===== config.mk =====
export PLATFORM = sky130hd
export DESIGN_NAME = wide_add_sequencer
export DESIGN_NICKNAME = d
export VERILOG_FILES = /design/src/rtl/wide_add_sequencer.sv
export SDC_FILE = /design/constraint.sdc
export NUM_CORES = 1
export LEC_CHECK = 0
export BUFFER_PORTS_ARGS = -buffer_cell sky130_fd_sc_hd__buf_2
export CORE_MARGIN = 2
export CORE_UTILIZATION = 55
export DETAILED_ROUTE_END_ITERATION = 6
export GPL_ROUTABILITY_DRIVEN = 1
export GPL_TIMING_DRIVEN = 1
export HOLD_SLACK_MARGIN = 0.05
export PLACE_DENSITY = 0.94
export SLEW_MARGIN = 20
export SYNTH_ARGS = -nofsm -noshare
export SYNTH_HDL_FRONTEND = slang
export SYNTH_SLANG_ARGS = --single-unit

===== constraint.sdc =====
create_clock -name clk -period 19.5 [get_ports clk]
set_clock_uncertainty 0.15 [all_clocks]
set_input_delay 2.925 -clock clk [delete_from_list [all_inputs] [get_ports clk]]
set_output_delay 2.925 -clock clk [all_outputs]
set_load 0.01 [all_outputs]

===== src/rtl/wide_add_sequencer.sv =====
// Sequences a DATA_W*WORDS-bit addition through an external combinational DATA_W-bit adder,
// one slice per cycle, least-significant slice first, with the carry chained between slices.
module wide_add_sequencer #(
  parameter int unsigned DATA_W = 16,
  parameter int unsigned WORDS  = 4
) (
  input  logic                      clk,
  input  logic                      rst,
  input  logic                      in_valid,
  output logic                      in_ready,
  input  logic [DATA_W*WORDS-1:0]   op_a,
  input  logic [DATA_W*WORDS-1:0]   op_b,
  input  logic                      op_cin,
  output logic [DATA_W-1:0]         add_a,
  output logic [DATA_W-1:0]         add_b,
  output logic                      add_cin,
  input  logic [DATA_W-1:0]         add_sum,
  input  logic                      add_cout,
  input  logic                      add_overflow,
  output logic                      out_valid,
  input  logic                      out_ready,
  output logic [DATA_W*WORDS-1:0]   result,
  output logic                      carry_out,
  output logic                      overflow,
  output logic                      busy
);

  localparam int unsigned OpW  = DATA_W * WORDS;
  localparam int unsigned IdxW = (WORDS > 1) ? $clog2(WORDS) : 1;
  localparam logic [IdxW-1:0] LastIdx = IdxW'(WORDS - 1);

  localparam logic [1:0] StIdle = 2'd0;
  localparam logic [1:0] StRun  = 2'd1;
  localparam logic [1:0] StDone = 2'd2;

  logic [1:0]        state_q, state_d;
  logic [IdxW-1:0]   idx_q, idx_d;
  logic [OpW-1:0]    op_a_q, op_a_d;
  logic [OpW-1:0]    op_b_q, op_b_d;
  logic [OpW-1:0]    result_q, result_d;
  logic              op_cin_q, op_cin_d;
  logic              carry_q, carry_d;
  logic              carry_out_q, carry_out_d;
  logic              overflow_q, overflow_d;
  logic              out_valid_q, out_valid_d;

  logic [DATA_W-1:0] slice_a, slice_b;
  logic              run;

  assign run = (state_q == StRun);

  // Select the operand slices addressed by the current word index.
  always_comb begin
    slice_a = '0;
    slice_b = '0;
    for (int unsigned i = 0; i < WORDS; i++) begin
      if (idx_q == IdxW'(i)) begin
        slice_a = op_a_q[i*DATA_W +: DATA_W];
        slice_b = op_b_q[i*DATA_W +: DATA_W];
      end
    end
  end

  always_comb begin
    add_a   = '0;
    add_b   = '0;
    add_cin = 1'b0;
    if (run) begin
      add_a   = slice_a;
      add_b   = slice_b;
      add_cin = (idx_q == '0) ? op_cin_q : carry_q;
    end
  end

  always_comb begin
    state_d     = state_q;
    idx_d       = idx_q;
    op_a_d      = op_a_q;
    op_b_d      = op_b_q;
    op_cin_d    = op_cin_q;
    result_d    = result_q;
    carry_d     = carry_q;
    carry_out_d = carry_out_q;
    overflow_d  = overflow_q;
    out_valid_d = out_valid_q;

    case (state_q)
      StIdle: begin
        if (in_valid) begin
          op_a_d   = op_a;
          op_b_d   = op_b;
          op_cin_d = op_cin;
          idx_d    = '0;
          result_d = '0;
          state_d  = StRun;
        end
      end
      StRun: begin
        for (int unsigned i = 0; i < WORDS; i++) begin
          if (idx_q == IdxW'(i)) begin
            result_d[i*DATA_W +: DATA_W] = add_sum;
          end
        end
        carry_d = add_cout;
        idx_d   = idx_q + IdxW'(1);
        // Only the most-significant slice's flags describe the wide add.
        if (idx_q == LastIdx) begin
          carry_out_d = add_cout;
          overflow_d  = add_overflow;
          out_valid_d = 1'b1;
          state_d     = StDone;
        end
      end
      StDone: begin
        if (out_ready) begin
          out_valid_d = 1'b0;
          state_d     = StIdle;
        end
      end
      default: begin
        out_valid_d = 1'b0;
        state_d     = StIdle;
      end
    endcase
  end

  always_ff @(posedge clk or posedge rst) begin
    if (rst) begin
      state_q     <= StIdle;
      idx_q       <= '0;
      op_a_q      <= '0;
      op_b_q      <= '0;
      op_cin_q    <= 1'b0;
      result_q    <= '0;
      carry_q     <= 1'b0;
      carry_out_q <= 1'b0;
      overflow_q  <= 1'b0;
      out_valid_q <= 1'b0;
    end else begin
      state_q     <= state_d;
      idx_q       <= idx_d;
      op_a_q      <= op_a_d;
      op_b_q      <= op_b_d;
      op_cin_q    <= op_cin_d;
      result_q    <= result_d;
      carry_q     <= carry_d;
      carry_out_q <= carry_out_d;
      overflow_q  <= overflow_d;
      out_valid_q <= out_valid_d;
    end
  end

  assign in_ready  = (state_q == StIdle);
  assign busy      = (state_q != StIdle);
  assign out_valid = out_valid_q;
  assign result    = result_q;
  assign carry_out = carry_out_q;
  assign overflow  = overflow_q;

endmodule


==> results.yml, run 1 <==
run_status:
  status: "complete, no violations"
grt:
  grt_antenna_before_repair: 0
  grt_use_total_pct: 25.18
  grt_pass1_vias: 7290
  grt_start_max_net_pins: 123
  grt-ovfl-total: 0
  grt_pass1_wl_mm: 37.07
synthesis:
  syn_area_per_cell_um2: 14.03
  synth_nets: 837
  synth_xor_area_share_pct: 0
  synth_top_area_share_pct: 52.56
  ys_warn_count: 0
  synth_cells: 682
  synthAdderAreaFrac_pct: 0.5229
  yosys.area_share.simple_pct: 4.785
  synth.largest_area_cell: "dfrtp_1"
  synth-seq-cells: 201
  synth_area_leaders: "dfrtp_1 53%, mux2_4 14%, mux2_2 11%"
  syn_area_um2: 9570
  synth_mux_area_share_pct: 26.29
  synth_compound_area_share_pct: 11.64
  synth_cell_types: 27
  synth_top_family_by_area: "multiplexers"
  seq_area_frac_synth_pct: 52.56
detailed_routing:
  firstDrtPassIters: 5
  vias_per_cell: 5.836
  vias: 6706
  route.detailed.drc: 0
  drtIter0Drc: 419
  wl_mm: 23.81
  wire_per_inst_um: 20.72
  antenna_left: 0
worst_setup_path:
  crit_type: "reg2out"
  worst-endpoint-required_ns: 16.43
  crit_arrival_ns: 3.20
  crit_fanout: 57
  critPathCaptureType: "output port"
  reg2reg_slack_ns: 15.84
  critPathLaunchType: "register"
timing:
  fin_crit_ns: 6.271
  setup_tns_ns: 0
  hold_violations: 0
  worstMarginPinSlew_ns: 1.091
  min_period_over_period_pct: 32.16
  slew_headroom_pct: 27.29
  max_freq_mhz: 159.5
  report.final.slew_viol_count: 0
  rsz0062_at_grt: "no"
  setup_viol: 0
cells_and_area:
  most-common-layout-cells: "252 x buf_2, 200 x dfrtp_1, 91 x mux2_2, 88 x mux2_4, 48 x a22o_1"
  fin_area_um2: 11660
  drive_gt1_share_pct: 52.38
  finalNonFillerCells: 1149
  n_antenna_cell: 0
  area_growth_pct: 21.86
  nets: 1064
  final_common_cell: "buf_2"
clock_network:
  clk_pin_slew_ns: 0.06
  clock_latency_ns: 0.49
  clkSinkCount: 201
  ctsHoldBuffers: 0
  numCtsBuffers: 22
  clockBufferDepth: 3
  clockRootBuffer: "clkbuf_16"
  cts_resized: 0
  postCtsSetupBuffers: 0
  cts_tree: "done"
  htreeDepth: 1
power_and_ir_drop:
  swShare_pct: 35.12
  p_leak_nw: 5.691
  netSwitchingPower_uw: 758.3
  p_per_area_nw_per_um2: 185.1
  p_seq_share_pct: 34.8
  clkPwrFrac_pct: 19.4
  power_frac_comb_pct: 45.8
  peakVddDrop_uv: 100.0
  p_int_mw: 1.401
place:
  globalplace.congestion: 0.7668
  place_area_um2: 10900
  place_inst: 1109
  place_hpwl_mm: 15.06
  port_buffers: 252
floorplan:
  coreArea_um2: 17180
  rows: 48
  die_height_um: 135.9
  pin_count: 253
  start_util_pct: 55.72
  die-area_um2: 18470
  die_x_um: 135.9
run:
  drv_cap: 0
hold_path:
  hp-class: "reg2reg"
-- metal layers --
| layer | vias to the layer above | part of all wire (%) | track usage (%) |
|---|---|---|---|
| li1 | 2964 | - | - |
| met1 | 3406 | 41 | 31.48 |
| met2 | 271 | 49 | 42.59 |
| met3 | 65 | 7.1 | 6.227 |
| met4 | 0 | 2.9 | 9.144 |
| met5 | - | 0 | 0 |
-- final cells by class --
cell class,count,area [µm²]
clock buffers,35,690.7
well taps,225,281.5
repair buffers,260,1341
clock inverters,4,48.80
flip-flops and latches,201,5031
fillers,1187,5514
inverters,20,82.58
multi-input cells,404,4187
-- worst paths after layout --
| kind | to | cells after the start | start |
|---|---|---|---|
| hold reg to reg | carry_q | 2 | carry_q |
| setup reg to reg | op_cin_q | 4 | state_q[0] |
| min in group asynchronous | result[52] | 2 | rst |
| hold / removal | carry_q | 2 | carry_q |
| max in group asynchronous | op_b_q[36] | 3 | rst |
| setup / recovery | add_b[8] | 4 | state_q[0] |
-- stage by stage --
stage | setup WS [ns] | power [mW] | hold slack [ns] | util (%)
floorplan | 10.94 | 1.449 | 0.2950 | -
global placement | 13.81 | 1.678 | 0.3135 | 63.43
detailed placement | 13.77 | 1.722 | 0.3199 | 63.43
CTS | 13.24 | 2.155 | 0.3351 | 67.74
global route | 13.07 | 2.270 | 0.3655 | 67.90
finish | 13.23 | 2.159 | 0.3305 | 67.90
-- flip-flops by register name (all words and copies together), names as in the netlist, 2 cells and up --
name and count:
op_a_q 64, op_b_q 64, result 64, idx_q 2, state_q 2
-- critical path, cell delays in order (launching register included) --
cell     delay [ns]
dfrtp_2        1.02
nand2_1        0.34
nor2_4         0.90
a32o_1         0.26
buf_2          0.15
-- logic make-up after synthesis --
logic type | after synthesis
buffers and inverters | 77
flip-flops | 201
multiplexers | 196
AO/OA/AOI/OAI | 120
adder cells (fa/ha/maj) | 4
AND/OR/NAND/NOR | 84
-- power groups by stage --
stage | sequential [mW] | clock (mW) | combinational (mW)
final | 0.751 | 0.420 | 0.988
after global routing | 0.772 | 0.442 | 1.06
after CTS | 0.747 | 0.426 | 0.982
after detailed placement | 0.749 | 0 | 0.973
after global placement | 0.733 | 0 | 0.945
after floorplan | 0.725 | 0 | 0.724
-- cells in the mapped netlist --
master,number
dfrtp_1,201
inv_1,20
o21ai_1,1
nor2_1,3
o22ai_1,1
ha_1,4
nand2b_1,35
nor2b_1,18
a32o_1,32
mux2i_1,17
a21oi_1,2
a221o_1,31
o21bai_1,1
a21oi_4,1
nand2_1,24
mux2_4,88
o31ai_1,1
nor2_2,2
and2_1,1
clkbuf_2,1
buf_6,11
or2_1,1
buf_2,24
clkbuf_1,21
mux2_2,91
a22o_1,48
o21ai_0,2
No activity file was read; power rests on OpenSTA's default activity.
==> inputs of run 2 (changes only) <==
--- a/config.mk
+++ b/config.mk
@@ -5,14 +5,15 @@
 export SDC_FILE = /design/constraint.sdc
 export NUM_CORES = 1
 export LEC_CHECK = 0
+export ABC_AREA = 1
 export BUFFER_PORTS_ARGS = -buffer_cell sky130_fd_sc_hd__buf_2
 export CORE_MARGIN = 2
-export CORE_UTILIZATION = 55
+export CORE_UTILIZATION = 48
 export DETAILED_ROUTE_END_ITERATION = 6
 export GPL_ROUTABILITY_DRIVEN = 1
 export GPL_TIMING_DRIVEN = 1
 export HOLD_SLACK_MARGIN = 0.05
-export PLACE_DENSITY = 0.94
+export PLACE_DENSITY = 0.88
 export SLEW_MARGIN = 20
 export SYNTH_ARGS = -nofsm -noshare
 export SYNTH_HDL_FRONTEND = slang
==> constraint.sdc (replaced) <==
create_clock -name clk -period 5.15 [get_ports clk]
set_clock_uncertainty 0.15 [all_clocks]
set_input_delay 0.7725 -clock clk [delete_from_list [all_inputs] [get_ports clk]]
set_output_delay 0.7725 -clock clk [all_outputs]
set_load 0.01 [all_outputs]
==> run 2 against run 1 <==
Against the previous run:
- total power rose to 3.5 times the previous value
- via count up 31%
- first-iteration DRC count up 65%
- utilization down 7.7 points
- non-clock buffer count up 1
- final area down 3.2%
- combinational power rose to 3.3 times the previous value
- clock power rose to 4.0 times the previous value
- count of clock-buffer cells in the layout down 8
- synthesized cell count up 76%
- critical path type unchanged
- critical endpoint is now add_a[3]
==> results.yml, run 2 <==
worst_setup_path:
  worst-endpoint-required_ns: 4.23
  cp_common_cell: "nand2_1"
  crit_type: "reg2out"
  cpMaxStageDelayCell: "inv_2"
  cp_cell_sequence: "nand3_2 -> inv_2 -> nand2_1 -> nand2_1 -> buf_2"
  crit_arrival_ns: 2.78
  crit_fanout: 34
  critPathLaunchType: "register"
  max_stage_delay_ns: 0.73
  critPathCaptureType: "output port"
synthesis:
  synth_nets: 1356
  synth_most_common_cell: "nand2_1"
  ys_warn_count: 0
  ys_top_cells_by_count: "575 x nand2_1, 201 x dfrtp_1, 178 x nand3_1, 80 x nor2_1, 42 x buf_2"
  synth_cells: 1201
  seq_area_frac_synth_pct: 54.46
  synthArstFlopShare_pct: 100.0
  syn_area_um2: 9235
  synth_edf_count: 0
  synth_xor_area_share_pct: 0
  synth_top_area_share_pct: 54.46
  synthAdderAreaFrac_pct: 0.5419
  ys.flop_type: "dfrtp_1"
  synth-seq-cells: 201
  yosys.area_share.simple_pct: 37.20
  synth_area_leaders: "dfrtp_1 54%, nand2_1 23%, nand3_1 9.6%"
  syn_area_per_cell_um2: 7.690
  synth_top_family_by_area: "simple AND/OR/NAND/NOR gates"
  synth_compound_area_share_pct: 2.385
  synth.largest_area_cell: "dfrtp_1"
  synth_cell_types: 20
  synth_mux_area_share_pct: 0
timing:
  rsz0062_at_grt: "no"
  worstMarginPinSlew_ns: 0.9537
  fin_crit_ns: 3.699
  min_period_over_period_pct: 71.83
  report.final.slew_viol_count: 0
  fin_hold_ws_ns: 0.2270
  hold_violations: 0
  slew_headroom_pct: 36.42
  setup_viol: 0
  max_freq_mhz: 270.3
  setup_tns_ns: 0
clock_network:
  ctsHoldBuffers: 0
  clk_pin_slew_ns: 0.06
  postCtsSetupBuffers: 0
  cts_resized: 0
  numCtsBuffers: 22
  clockBufferDepth: 3
  clockRootBuffer: "clkbuf_16"
  clock_latency_ns: 0.49
  cts_tree: "done"
  htreeDepth: 1
  clkSinkCount: 201
grt:
  grt_antenna_before_repair: 4
  grt-ovfl-total: 0
  grt_pass1_vias: 8034
  grt_pass1_wl_mm: 41.79
  grt_start_max_net_pins: 202
  grt_use_total_pct: 25.80
detailed_routing:
  firstDrtPassIters: 5
  route.detailed.drc: 0
  vias_per_cell: 5.287
  wire_per_inst_um: 16.12
  wl_mm: 26.76
  drtIter0Drc: 690
  vias: 8776
  antenna_left: 0
hold_path:
  hp-class: "in2async"
floorplan:
  start_util_pct: 49.21
  pin_count: 253
  die-area_um2: 20360
  die_x_um: 142.7
  die_height_um: 142.7
  coreArea_um2: 18770
  rows: 50
place:
  place_inst: 1614
  place_area_um2: 10470
  place_hpwl_mm: 17.28
  globalplace.congestion: 0.8465
  port_buffers: 252
cells_and_area:
  most-common-layout-cells: "575 x nand2_1, 251 x buf_2, 201 x dfrtp_1, 178 x nand3_1, 80 x nor2_1"
  area_growth_pct: 22.27
  drive_gt1_share_pct: 22.24
  nets: 1560
  nFillCells: 1634
  final_common_cell: "nand2_1"
  fin_area_um2: 11290
  final_util_pct: 60.17
  finalNonFillerCells: 1660
power_and_ir_drop:
  peakVddDrop_uv: 277.6
  p_per_area_nw_per_um2: 676.6
  p_leak_nw: 6.624
run:
  drv_cap: 0
run_status:
  status: "complete, no violations"
run 2: power by group:
group	internal, mW	switching [mW]	total (mW)
sequential	2.29	0.446	2.73
combinational	1.02	2.21	3.23
clock	1.01	0.662	1.68
total	4.32	3.32	7.64
run 2: per-layer routing:
layer	global-route usage, %	routed length (µm)	share of wire (%)	vias to the layer above
li1	-	-	-	4189
met1	36.37	11420	43	4081
met2	38.82	12110	45	442
met3	5.768	2399	9.0	64
met4	10.47	841	3.1	0
met5	0	0	0	-
run 2: logic make-up after synthesis:
| group | Yosys count |
|---|---|
| flip-flops | 201 |
| buffers and inverters | 109 |
| AO/OA/AOI/OAI | 43 |
| adder cells (fa/ha/maj) | 4 |
| AND/OR/NAND/NOR | 844 |
run 2: cell type report:
cell class                 instances  area (µm²)  share of cell area (%)
inverter                          28       108.9                  0.9640
tap                              234       292.8                   2.593
sequential                       201        5030                   44.54
antenna                            5       12.51                  0.1108
multi-input combinational        891        3706                   32.82
timing repair buffer             261        1364                   12.08
clock inverter                    13       157.7                   1.396
clock buffer                      27       620.6                   5.496
run 2: worst paths after layout:
path / from / endpoint / slack [ns] / depth (start not counted)
worst max-delay path: state_q[0] / add_a[3] / 1.45 / 5
worst min-delay path: rst / result[12] / 0.23 / 3
worst max register to register: state_q[0] / op_a_q[62] / 2.59 / 5
worst min register to register: result[14] / result[14] / 0.32 / 2
max in group asynchronous: rst / result[22] / 3.60 / 4
min in group clk: result[14] / result[14] / 0.32 / 2
run 2: stage by stage:
stage	worst slack, ns	total power [mW]
floorplan	1.625	4.874
global placement	2.160	5.852
detailed placement	1.979	5.942
CTS	1.423	7.642
global route	1.279	8.223
finish	1.451	7.640
run 2: critical path: cells and delay by family (launching register included):
family                 cells  cell delay [ns]
DFF                        1             0.59
buffers and inverters      2             0.88
and+or+nand+nor            3             0.80
==> inputs of run 3 (changes only) <==
--- a/config.mk
+++ b/config.mk
@@ -8,12 +8,12 @@
 export ABC_AREA = 1
 export BUFFER_PORTS_ARGS = -buffer_cell sky130_fd_sc_hd__buf_2
 export CORE_MARGIN = 2
-export CORE_UTILIZATION = 48
+export CORE_UTILIZATION = 53
 export DETAILED_ROUTE_END_ITERATION = 6
 export GPL_ROUTABILITY_DRIVEN = 1
 export GPL_TIMING_DRIVEN = 1
 export HOLD_SLACK_MARGIN = 0.05
-export PLACE_DENSITY = 0.88
+export PLACE_DENSITY = 0.92
 export SLEW_MARGIN = 20
 export SYNTH_ARGS = -nofsm -noshare
 export SYNTH_HDL_FRONTEND = slang
==> constraint.sdc (replaced) <==
create_clock -name clk -period 3.8 [get_ports clk]
set_clock_uncertainty 0.15 [all_clocks]
set_input_delay 0.57 -clock clk [delete_from_list [all_inputs] [get_ports clk]]
set_output_delay 0.57 -clock clk [all_outputs]
set_load 0.01 [all_outputs]
==> run 3 against run 2 <==
Against the previous run:
- register-to-register slack got worse by 1.0 ns
- hold slack got worse by 0.082 ns
- via count about the same
- combinational power increased by 38%
- global-route usage increased by 1.9 points
- die area decreased by 9.2%
- critical path depth increased by 2
- critical path type unchanged
- largest cell class unchanged
- largest power group unchanged
==> results.yml, run 3 (synthesis results as in run 2) <==
run_status:
  status: "complete, no violations"
worst_setup_path:
  worst-endpoint-required_ns: 3.08
  cpMaxStageDelayCell: "nand3_2"
  cp_cell_sequence: "ha_1 -> inv_1 -> nand3_2 -> nor2_1 -> nand2_1 -> nand2_1 -> buf_2"
  crit_fanout: 33
  critPathLaunchType: "register"
  max_stage_delay_ns: 0.59
  path_buf_inv: 2
  cp_common_cell: "nand2_1"
  crit_type: "reg2out"
  crit_arrival_ns: 2.46
  critPathCaptureType: "output port"
  crit_family: "simple AND/OR/NAND/NOR gates"
cells_and_area:
  nets: 1564
  final_common_cell: "nand2_1"
  area_growth_pct: 21.43
  drive_gt1_share_pct: 22.01
  final_util_pct: 65.29
  finalNonFillerCells: 1648
  most-common-layout-cells: "575 x nand2_1, 251 x buf_2, 201 x dfrtp_1, 178 x nand3_1, 80 x nor2_1"
power_and_ir_drop:
  p_seq_share_pct: 36.2
  power_frac_comb_pct: 44.1
  p_int_mw: 5.688
  p_per_area_nw_per_um2: 900.5
  p_leak_nw: 6.609
  netSwitchingPower_mw: 4.411
  peakVddDrop_uv: 412.4
  clkPwrFrac_pct: 19.8
  swShare_pct: 43.68
  total_power_mw: 10.10
grt:
  grt_pass1_vias: 8118
  grt_start_max_net_pins: 88
  grt-ovfl-total: 0
  grt_pass1_wl_mm: 40.89
  grt_use_total_pct: 27.73
  grt_antenna_before_repair: 1
clock_network:
  clk_pin_slew_ns: 0.06
  clock_latency_ns: 0.49
  clockRootBuffer: "clkbuf_16"
  htreeDepth: 1
  numCtsBuffers: 21
  cts_tree: "done"
  clkSinkCount: 201
  cts_resized: 0
  clockBufferDepth: 3
timing:
  setup_viol: 0
  fin_crit_ns: 3.183
  setup_tns_ns: 0
  hold_violations: 0
  rsz0062_at_grt: "no"
  worstMarginPinSlew_ns: 0.8833
  min_period_over_period_pct: 83.77
  slew_headroom_pct: 41.11
  report.final.slew_viol_count: 0
  max_freq_mhz: 314.1
floorplan:
  start_util_pct: 53.77
  die_height_um: 136
  die-area_um2: 18500
  rows: 48
  pin_count: 253
  die_x_um: 136
  coreArea_um2: 17180
place:
  place_hpwl_mm: 17.37
  place_inst: 1609
  globalplace.congestion: 0.8645
  port_buffers: 252
detailed_routing:
  vias: 8783
  drtIter0Drc: 763
  wl_mm: 26.00
  antenna_left: 0
  wire_per_inst_um: 15.78
  route.detailed.drc: 0
  firstDrtPassIters: 5
  vias_per_cell: 5.329
run:
  drv_cap: 0
hold_path:
  hp-class: "in2reg"
run 3: cell types whose count changed in the layout (fill, tap and decap cells not counted), sizes merged:
cell | before | now
clkinvlp | 4 | 1
bufinv | 3 | 1
clkinv | 6 | 5
diode | 5 | 1
clkbuf | 27 | 30
buf | 261 | 265
inv | 28 | 27
dlygate4sd3 | 0 | 1
run 3: layout make-up:
type                            instances  area, µm²
Sequential cell                       201       5030
Timing Repair Buffer                  266       1421
Inverter                               28      108.9
Tap cell                              225      281.5
Fill cell                            1468       5962
Multi-Input combinational cell        891       3706
Clock inverter                          6      55.05
Clock buffer                           30      609.3
Antenna cell                            1      2.502
run 3: timing repair:
action	4_1_cts	5_1_grt
buffers inserted	0	0
endpoints found under the setup margin	0	0
hold buffers	0	1
hold endpoints to repair	0	14
run 3: worst paths after layout:
kind                               from          to  slack [ns]  cells after the start
min in group asynchronous           rst  result[26]        0.45                      3
hold / removal             add_overflow    overflow        0.15                      3
max in group asynchronous           rst   op_b_q[5]        2.03                      5
hold reg to reg              result[27]  result[27]        0.32                      2
setup reg to reg             state_q[0]  result[49]        1.54                      5
setup / recovery               idx_q[0]    add_b[1]        0.62                      7
run 3: metal layers:
layer	track usage, %	wire length [µm]	vias to the layer above
met5	0	0	-
met4	8.449	627	0
met3	5.034	2377	54
met2	46.06	12490	447
met1	37.21	10500	4098
li1	-	-	4184
run 3: worst register-to-register path, delay by kind of cell, from the launching register on:
family / cells / cell delay, ns
DFF: 1 / 0.58
and+or+nand+nor: 5 / 1.41
run 3: power by group through the flow:
stage | combinational, mW | clock, mW | sequential, mW
2_1_floorplan | 2.94 | 0 | 3.66
3_3_place_gp | 4.30 | 0 | 3.61
3_5_place_dp | 4.43 | 0 | 3.66
4_1_cts | 4.45 | 2.02 | 3.64
5_1_grt | 5.01 | 2.12 | 3.75
6_report | 4.45 | 1.99 | 3.66
run 3: per-stage QoR:
stage | setup WS (ns) | instance area [µm²] | hold WS (ns)
detailed placement | 1.178 | 10520 | 0.3042
floorplan | 0.4777 | 9239 | 0.2922
global route | 0.4191 | 11210 | 0.1428
finish | 0.6167 | 11210 | 0.1452
global placement | 1.195 | 10520 | 0.2975
CTS | 0.6300 | 11180 | 0.1312
